===== config.mk =====
export PLATFORM = sky130hd
export DESIGN_NAME = mul_seq_flat
export DESIGN_NICKNAME = d
export VERILOG_FILES = /design/src/rtl/mul_seq_pkg.sv /design/src/rtl/mul_seq_if.sv /design/src/rtl/mul_seq.sv /design/src/flat_wrapper.sv
export SDC_FILE = /design/constraint.sdc
export NUM_CORES = 1
export LEC_CHECK = 0
export BUFFER_PORTS_ARGS = -buffer_cell sky130_fd_sc_hd__buf_2
export CAP_MARGIN = 15
export CORE_UTILIZATION = 45
export DETAILED_ROUTE_END_ITERATION = 12
export PLACE_DENSITY = 0.71
export SYNTH_ARGS = -nofsm -noshare
export SYNTH_HDL_FRONTEND = slang
export SYNTH_SLANG_ARGS = --single-unit

===== constraint.sdc =====
create_clock -name clk -period 2.76 [get_ports clk]
set_input_delay 0.276 -clock clk [delete_from_list [all_inputs] [get_ports clk]]
set_output_delay 0.276 -clock clk [all_outputs]
set_load 0.005 [all_outputs]

===== src/rtl/mul_seq_pkg.sv =====
// Shared definitions for the sequential multiplier and the shared ALU it drives:
// ALU operation encodings and the multiplier FSM state type.
package mul_seq_pkg;

  localparam int unsigned DEF_N = 64;

  localparam logic [3:0] ALU_AND   = 4'b0000;
  localparam logic [3:0] ALU_ORR   = 4'b0001;
  localparam logic [3:0] ALU_ADD   = 4'b0010;
  localparam logic [3:0] ALU_SUB   = 4'b0110;
  localparam logic [3:0] ALU_PASSB = 4'b0111;
  localparam logic [3:0] ALU_NOR   = 4'b1100;

  typedef enum logic [1:0] {
    ST_IDLE = 2'b00,
    ST_TEST = 2'b01,
    ST_STEP = 2'b10,
    ST_DONE = 2'b11
  } mul_state_t;

endpackage


===== src/rtl/mul_seq_if.sv =====
// Request/result bus of mul_seq plus its borrowed ALU port; slave is the
// multiplier side, master is the requester/ALU side.
interface mul_seq_if #(parameter int unsigned N = 64);

  logic         start;
  logic [N-1:0] multiplicand;
  logic [N-1:0] multiplier;
  logic         busy;
  logic         done;
  logic [N-1:0] product;
  logic [N-1:0] alu_a;
  logic [N-1:0] alu_b;
  logic [3:0]   alu_ctrl;
  logic [N-1:0] alu_result;
  logic         alu_zero;

  modport slave (
    input  start, multiplicand, multiplier, alu_result, alu_zero,
    output busy, done, product, alu_a, alu_b, alu_ctrl
  );

  modport master (
    output start, multiplicand, multiplier, alu_result, alu_zero,
    input  busy, done, product, alu_a, alu_b, alu_ctrl
  );

endinterface


===== src/rtl/mul_seq.sv =====
// Shift-and-add multiplier that borrows an external ALU: TEST checks for a
// remaining multiplier bit via ORR, STEP accumulates via ADD.
module mul_seq
  import mul_seq_pkg::*;
#(
  parameter int unsigned N = DEF_N
) (
  input  logic       clk,
  input  logic       reset_n,
  mul_seq_if.slave   bus
);

  mul_state_t   state_r;
  logic [N-1:0] mcand_r;
  logic [N-1:0] mplier_r;
  logic [N-1:0] acc_r;
  logic [N-1:0] product_r;
  logic         busy_r;
  logic         done_r;
  logic [N-1:0] alu_a_s;
  logic [N-1:0] alu_b_s;
  logic [3:0]   alu_ctrl_s;

  // ALU operand steering from current state and registers
  always_comb begin
    alu_a_s    = {N{1'b0}};
    alu_b_s    = {N{1'b0}};
    alu_ctrl_s = 4'b0000;
    case (state_r)
      ST_TEST: begin
        alu_a_s    = mplier_r;
        alu_b_s    = {N{1'b0}};
        alu_ctrl_s = ALU_ORR;
      end
      ST_STEP: begin
        alu_a_s    = acc_r;
        alu_b_s    = mplier_r[0] ? mcand_r : {N{1'b0}};
        alu_ctrl_s = ALU_ADD;
      end
      default: begin
        alu_a_s    = {N{1'b0}};
        alu_b_s    = {N{1'b0}};
        alu_ctrl_s = 4'b0000;
      end
    endcase
  end

  // FSM, datapath registers and registered status outputs
  always_ff @(posedge clk or negedge reset_n) begin
    if (!reset_n) begin
      state_r   <= ST_IDLE;
      mcand_r   <= {N{1'b0}};
      mplier_r  <= {N{1'b0}};
      acc_r     <= {N{1'b0}};
      product_r <= {N{1'b0}};
      busy_r    <= 1'b0;
      done_r    <= 1'b0;
    end else begin
      case (state_r)
        ST_IDLE: begin
          done_r <= 1'b0;
          if (bus.start) begin
            mcand_r  <= bus.multiplicand;
            mplier_r <= bus.multiplier;
            acc_r    <= {N{1'b0}};
            busy_r   <= 1'b1;
            state_r  <= ST_TEST;
          end else begin
            busy_r   <= 1'b0;
          end
        end
        ST_TEST: begin
          // ORR with zero leaves alu_zero high once no multiplier bits remain
          if (bus.alu_zero) begin
            product_r <= acc_r;
            busy_r    <= 1'b0;
            done_r    <= 1'b1;
            state_r   <= ST_DONE;
          end else begin
            busy_r    <= 1'b1;
            state_r   <= ST_STEP;
          end
        end
        ST_STEP: begin
          acc_r    <= bus.alu_result;
          mcand_r  <= {mcand_r[N-2:0], 1'b0};
          mplier_r <= {1'b0, mplier_r[N-1:1]};
          busy_r   <= 1'b1;
          state_r  <= ST_TEST;
        end
        ST_DONE: begin
          done_r  <= 1'b0;
          busy_r  <= 1'b0;
          state_r <= ST_IDLE;
        end
        default: begin
          busy_r  <= 1'b0;
          done_r  <= 1'b0;
          state_r <= ST_IDLE;
        end
      endcase
    end
  end

  assign bus.busy     = busy_r;
  assign bus.done     = done_r;
  assign bus.product  = product_r;
  assign bus.alu_a    = alu_a_s;
  assign bus.alu_b    = alu_b_s;
  assign bus.alu_ctrl = alu_ctrl_s;

endmodule


===== src/flat_wrapper.sv =====
// flat-port wrapper written by rule: the top's interface ports become plain ports
module mul_seq_flat import mul_seq_pkg::*;
#(
  parameter int unsigned N = DEF_N
)
  (clk, reset_n, bus_start, bus_multiplicand, bus_multiplier, bus_alu_result, bus_alu_zero, bus_busy, bus_done, bus_product, bus_alu_a, bus_alu_b, bus_alu_ctrl);
  mul_seq_if #(.N(N)) bus_i ();
  input  logic clk;
  input  logic reset_n;
  input wire logic [$bits(bus_i.start)-1:0] bus_start;
  input wire logic [$bits(bus_i.multiplicand)-1:0] bus_multiplicand;
  input wire logic [$bits(bus_i.multiplier)-1:0] bus_multiplier;
  input wire logic [$bits(bus_i.alu_result)-1:0] bus_alu_result;
  input wire logic [$bits(bus_i.alu_zero)-1:0] bus_alu_zero;
  output wire logic [$bits(bus_i.busy)-1:0] bus_busy;
  output wire logic [$bits(bus_i.done)-1:0] bus_done;
  output wire logic [$bits(bus_i.product)-1:0] bus_product;
  output wire logic [$bits(bus_i.alu_a)-1:0] bus_alu_a;
  output wire logic [$bits(bus_i.alu_b)-1:0] bus_alu_b;
  output wire logic [$bits(bus_i.alu_ctrl)-1:0] bus_alu_ctrl;
  assign bus_i.start = bus_start;
  assign bus_i.multiplicand = bus_multiplicand;
  assign bus_i.multiplier = bus_multiplier;
  assign bus_i.alu_result = bus_alu_result;
  assign bus_i.alu_zero = bus_alu_zero;
  assign bus_busy = bus_i.busy;
  assign bus_done = bus_i.done;
  assign bus_product = bus_i.product;
  assign bus_alu_a = bus_i.alu_a;
  assign bus_alu_b = bus_i.alu_b;
  assign bus_alu_ctrl = bus_i.alu_ctrl;
  mul_seq #(.N(N)) u_core (.clk(clk), .reset_n(reset_n), .bus(bus_i));
endmodule

==> results.md, run 1 <==
* Status: complete, no violations
* FF+latch count, synth at 260
* Hold Startpoint: bus_multiplicand[58]
* Required time worst endpoint at around 2500 ps
* Worst-path maximum fanout at 55
* CTS HTree Levels at 1
* Unrepaired setup endpoints after global routing: false
* Critical Path Sink Type: primary output
* Non-filler cells in the finished layout at 2,243
* LEAKAGE at 8.52 nW
* Top cells by area, synth: dfrtp_1 (50%), nand3_1 (6.3%), nand2_1 (6.1%)
* Die height at around 170 um
* Root Buffer: clkbuf_16
* Synth Instances at 1,390
* Total Routed Length at ~45,000 um
* Worst slack at placement at roughly 380 ps
* Chip Width at roughly 170 um
* Multi-input logic area at between 5000 and 6000 um2
* Clock tree from TritonCTS: built
* Start of the worst register-to-register path: u_core.state_r[0]
* Global placement routability congestion at roughly 0.91
* GR Util All Layers at between 20% and 30%
* Clock Latency Late Sink at around 540 ps
* Final setup fails at 0
* Boundary Pins at 394
* Total internal power at between 10 and 15 mW
* Rows at 62
* Fill cells at 2,404
* Grt total ovfl at 0
* Avg Synthesized Cell Area at ~9.4 um2
* Largest net degree at the start of global routing at ~130
* Yosys top cell by area: dfrtp_1
* P&R area growth vs syn at 34.5%
* Slew headroom at 48.4%
* Worst vdd ir at between 0.7 and 0.8 mV
* Comb pwr share at between 40% and 50%
* Layout Skew at approximately 11 ps
* Commonest non-fill, non-tap cells in the layout: buf_2 (390), dfrtp_1 (260), nand2_1 (213), nand3_1 (164), dlygate4sd3_1 (129)
* Post-route setup slack at roughly 99 ps
* R2R cell count at 7
* CTS clk-pin slew, worst paths at 60 ps
* Hold path depth at 3
* Number of global-route vias before repair at between 10,000 and 15,000
* Hold WC Path Type: input port to flip-flop
* DR DRC count at 0
* Layout Utilization at 61.5%
* First-pass GRT wire length at 70,200 um
* Reg power frac at a little under two fifths
* Starting density of the core at roughly 46%
* Share of layout cells above drive strength 1 at 29.9%
* Worst setup SP type: flip-flop
* TritonCTS Buffers at 29
* Setup_tns at 0 ps
* Antenna violations before repair at 8
* Setup slack, reg-to-reg at 270 ps
* P per Cell Area at roughly 1100 nW/um2
* Port bufs at roughly 390
* Fin. Hold Viols at 0
* Total Power at about 19 mW
* DRT Pass-1 Iters at 5
* Commonest non-fill, non-tap cell in the layout: buf_2
* Synth top area share at between 40% and 50%
* Vias at around 13,000
* Clock share of power at between 10% and 20%
* FF/Latch Area at 6510 um2
* Final Max Tran Viols at 0
* Critical Path AT at ~2400 ps
* Core area at between 20,000 and 30,000 um2
* Worst R2R End: u_core.mplier_r[33]
* Period Utilization, post-route at 96.4%
* Kind of critical path: flip-flop to primary output
* Max Fclk at 376 MHz
* Yosys cell types at 34
* Worst slew pin tran at about 770 ps
* Post-layout nets at 2,038
* Minimum clock period at about 2700 ps
* Clock buffer depth at 3
* 1st-iter DRT viols at approximately 1,200
* Clock Sinks at 260
* Post-DP HPWL at about 28,000 um
* YS warnings at 0
* Antenna Nets Post-Route at 0
* Placed cell count at just over 2,000
* WL/cell at 19.9 um
* Mapped cell area at 13,100 um2
* DR vias/cell at around 5.7
* Hold endpoint: u_core.mcand_r[58]
* Register area share after synthesis at around half
* Overall die area at between 20,000 and 30,000 um2
* Max Cap Viol at 0
* Switch Pwr at a little under 8 mW
* Sw Ratio at about two fifths
==> cells in the mapped netlist, drive strengths merged <==
master,number
a221oi,3
nor2,45
o21ai,65
ha,6
mux2i,1
clkbuf,67
and3,64
buf,80
nand3,164
mux2,65
inv,5
nand2b,4
conb,1
and2b,1
o22ai,45
a21oi,3
a32oi,83
dfrtp,260
a22oi,64
nand2,215
a2bb2oi,1
nor3,42
a211oi,41
nor2b,64
and2,1
==> layout make-up <==
| cell class | count | area share (%) |
|---|---|---|
| Sequential cell | 260 | 37.0 |
| Multi-Input combinational cell | 979 | 33.9 |
| Timing Repair Buffer | 561 | 21.2 |
| Clock buffer | 43 | 4.76 |
| Tap cell | 384 | 2.73 |
| Clock inverter | 4 | 0.292 |
| Inverter | 5 | 0.135 |
| Antenna cell | 7 | 0.0995 |
==> worst max-delay path by stage <==
stage | startpoint | endpoint | slack, ps | cells past startpoint
floorplan | u_core.state_r[0] | bus_alu_a[10] | 980 | 7
finish | u_core.state_r[0] | bus_alu_a[51] | 100 | 6
detailed placement | u_core.state_r[0] | bus_alu_a[51] | 380 | 6
global placement | u_core.state_r[0] | bus_alu_a[51] | 470 | 6
CTS | u_core.state_r[1] | bus_alu_a[54] | 40 | 5
global route | u_core.state_r[0] | bus_alu_a[51] | 20 | 6
==> routing by layer <==
metal	part of all wire, %	GRT usage [%]
met5	0.060	0
met3	8.4	6.84
met4	3.6	11.4
met2	47	47.1
met1	41	38.2
==> critical path, cell delays in order (launching register included) <==
cell and delay [ps]:
dfrtp_1 440, inv_1 230, ha_4 310, buf_8 310, a22oi_1 140, nor2b_1 230, buf_2 160
==> power by group through the flow <==
stage | clock network, mW | registers [mW] | logic, mW
finish | 3.70 | 7.01 | 8.38
global placement | 0 | 6.96 | 7.90
floorplan | 0 | 6.53 | 5.30
global route | 3.90 | 7.20 | 9.19
CTS | 3.75 | 6.96 | 8.28
detailed placement | 0 | 7.00 | 8.06
==> repair_timing <==
item,4_1_cts,5_1_grt
endpoints found under the setup margin,28,13
endpoints found under the hold margin,198,0
hold buffers,129,0
buffers inserted,1,5
pin swaps,1,1
gates resized for setup,1,5
==> cell families after synthesis <==
| group | synth area share, % |
|---|---|
| buffers and inverters | 5.40 |
| other | 0.0287 |
| AND/OR/NAND/NOR | 21.8 |
| adder cells (fa/ha/maj) | 0.574 |
| AO/OA/AOI/OAI | 16.8 |
| flip-flops | 49.7 |
| multiplexers | 5.67 |
==> registers in the layout, summed over array words and instances (netlist names) <==
name                flops
u_core.acc_r           64
u_core.bus.busy         1
u_core.bus.done         1
u_core.bus.product     64
u_core.mcand_r         64
u_core.mplier_r        64
u_core.state_r          2
==> through the flow <==
stage                     instance area, um2  hold WS [ps]
after global placement                 15300           308
final                                  17600          9.61
after global routing                   17600          3.05
after CTS                              17500        0.0524
after detailed placement               15300           307
after floorplan                        13100         -19.6
Power figures use the tool's default switching activity.
==> run 2, diff against run 1 <==
--- a/config.mk
+++ b/config.mk
@@ -9,7 +9,7 @@
 export CAP_MARGIN = 15
 export CORE_UTILIZATION = 45
 export DETAILED_ROUTE_END_ITERATION = 12
-export PLACE_DENSITY = 0.71
+export PLACE_DENSITY = 0.68
 export SYNTH_ARGS = -nofsm -noshare
 export SYNTH_HDL_FRONTEND = slang
 export SYNTH_SLANG_ARGS = --single-unit
==> results.md, run 2 (synthesis results as in run 1) <==
* Global placement routability congestion at 0.865 (-4.8%)
* Clock Sinks at 260 (unchanged)
* Routing usage on met2 at 45.1% (-2.0 points)
* Clock Latency Late Sink at 540 ps (about the same)
* Chip Width at 173 um (unchanged)
* Slew headroom at 25.6% (-23 points)
* Worst slew pin tran at 1120 ps (+344 ps)
* TritonCTS Buffers at 29 (unchanged)
* Met1 Use GR at 37.9% (-0.29 points)
* Layout Skew at 12.6 ps (+1.27 ps)
* Grt total ovfl at 0 (unchanged)
* Hold WC Path Type: input port to flip-flop
* Post-layout nets at 2,026 (-0.59%)
* Commonest non-fill, non-tap cells in the layout: buf_2 (390), dfrtp_1 (260), nand2_1 (213), nand3_1 (164), dlygate4sd3_1 (126)
* Worst vdd ir at 0.779 mV (+3.2%)
* Largest net degree at the start of global routing at 128 (-0.78%)
* Rows at 62 (unchanged)
* P&R area growth vs syn at 34.2%
* Clock tree from TritonCTS: built
* Gr busiest metal: met2
* Worst setup SP type: flip-flop
* Met3 Use GR at 5.43% (-1.4 points)
* Port bufs at 391 (unchanged)
* Status: complete, no violations
* Post-DP HPWL at 27,600 um (-2.5%)
* DRT Pass-1 Iters at 5 (unchanged)
* Total Power at 19.0 mW (-0.43%)
* Setup bufs post-CTS at 0 (-1)
* WL/cell at 19.6 um (-1.6%)
* CTS HTree Levels at 1 (unchanged)
* Required time worst endpoint at 2480 ps (about the same)
* 1st-iter DRT viols at 1,037 (-12%)
* Critical Path Sink Type: primary output
* Die height at 173 um (unchanged)
* Starting density of the core at 45.7% (unchanged)
* Vias at 12,799 (-0.67%)
* First-pass GRT wire length at 68,400 um (-2.6%)
* DR vias/cell at 5.73 (-0.31%)
* Minimum clock period at 2670 ps (+8.64 ps)
* Unrepaired setup endpoints after global routing: true
* Commonest non-fill, non-tap cell in the layout: buf_2
* Period Utilization, post-route at 96.7% (+0.31 points)
* Fill cells at 2,480 (+3.2%)
* Antenna violations before repair at 11 (+3)
* Root Buffer: clkbuf_16
* Worst slack at placement at 474 ps (+93.4 ps)
* Antenna Nets Post-Route at 0 (unchanged)
* Worst-path maximum fanout at 24 (-56%)
* P per Cell Area at 1080 nW/um2 (-0.23%)
* Final setup fails at 0 (unchanged)
* DR DRC count at 0 (unchanged)
* LEAKAGE at 8.50 nW (-0.25%)
* Post-route setup slack at 89.9 ps (-8.64 ps)
* Cell Area, Placed at 15,300 um2 (about the same)
* Number of global-route vias before repair at 12,391 (-1.5%)
* Overall die area at 29,800 um2 (unchanged)
* Max Cap Viol at 0 (unchanged)
* Final Max Tran Viols at 0 (unchanged)
* CP Cell Sequence: inv_1 -> ha_4 -> buf_4 -> a22oi_1 -> nor2b_1 -> buf_2
* GR Util All Layers at 28.3% (-0.98 points)
* Boundary Pins at 394 (unchanged)
* Kind of critical path: flip-flop to primary output
* CTS clk-pin slew, worst paths at 60 ps (about the same)
* Setup_tns at 0 ps (unchanged)
* Max Fclk at 375 MHz (-0.32%)
* Max incr delay on CP at 440 ps (about the same)
* Clock buffer depth at 3 (unchanged)
* Fin. Hold Viols at 0 (unchanged)
* Share of layout cells above drive strength 1 at 29.9% (about the same)
* Core area at 28,600 um2 (unchanged)
* Design Area, Final at 17,600 um2 (-0.21%)
* CP max-delay cell: dfrtp_1
* Critical Path AT at 2390 ps (about the same)
* Total Routed Length at 43,800 um (-1.9%)
run 2: cell count changes in the layout (fill, tap and decap cells not counted), sizes merged:
| cell | before | now |
|---|---|---|
| dlygate4sd3 | 129 | 126 |
| clkbuf | 43 | 41 |
| diode | 7 | 9 |
| clkinv | 2 | 8 |
| buf | 432 | 422 |
| inv | 6 | 5 |
run 2: layout make-up:
class	instances	area, um2	share of cell area, %
Sequential cell	260	6510	37.1
Multi-Input combinational cell	979	5960	33.9
Timing Repair Buffer	549	3660	20.8
Clock buffer	40	837	4.77
Tap cell	384	480	2.74
Clock inverter	9	77.6	0.442
Inverter	5	23.8	0.135
Antenna cell	9	22.5	0.128
run 2: per-layer routing:
metal  part of all wire [%]  wire length, um
met1                     42            18500
met2                     47            20400
met3                    7.1             3110
met4                    4.1             1810
met5                  0.062               27
run 2: worst paths after layout:
path,from,endpoint,slack (ps),cells after the start
worst max-delay path,u_core.state_r[1],bus_alu_a[28],90,6
worst min-delay path,bus_alu_result[53],u_core.acc_r[53],20,3
worst max register to register,u_core.state_r[0],u_core.mplier_r[14],310,6
worst min register to register,u_core.bus.product[18],u_core.bus.product[18],500,1
max in group asynchronous,reset_n,u_core.acc_r[26],1560,3
min in group asynchronous,reset_n,u_core.acc_r[48],310,2
run 2: critical path, delay by kind of cell (launching register included):
kind	cells	cell delay [ps]
compound gates	1	150
fa+ha+maj	1	360
buf+inv	3	690
flops	1	440
simple gates	1	190
run 2: power by group:
part	internal [mW]	leakage (nW)	switching [mW]
Clock	2.19	0.458	1.57
Sequential	5.46	3.34	1.49
Combinational	3.60	4.70	4.70
Total	11.2	8.50	7.76
run 2: repair_timing:
item | 4_1_cts | 5_1_grt
setup endpoints to repair | 0 | 44
hold buffers | 126 | 0
hold endpoints to repair | 191 | 0
gates resized for setup | 0 | 2
run 2: stage by stage:
| stage | hold slack, ps | utilization, % | cells |
|---|---|---|---|
| after floorplan | -19.6 | - | 1391 |
| final | 16.1 | 61.3 | 2235 |
| after CTS | 0.549 | 61.1 | 2225 |
| after global routing | 11.3 | 61.3 | 2233 |
| after detailed placement | 278 | 53.5 | 2050 |
| after global placement | 272 | 53.5 | 2050 |
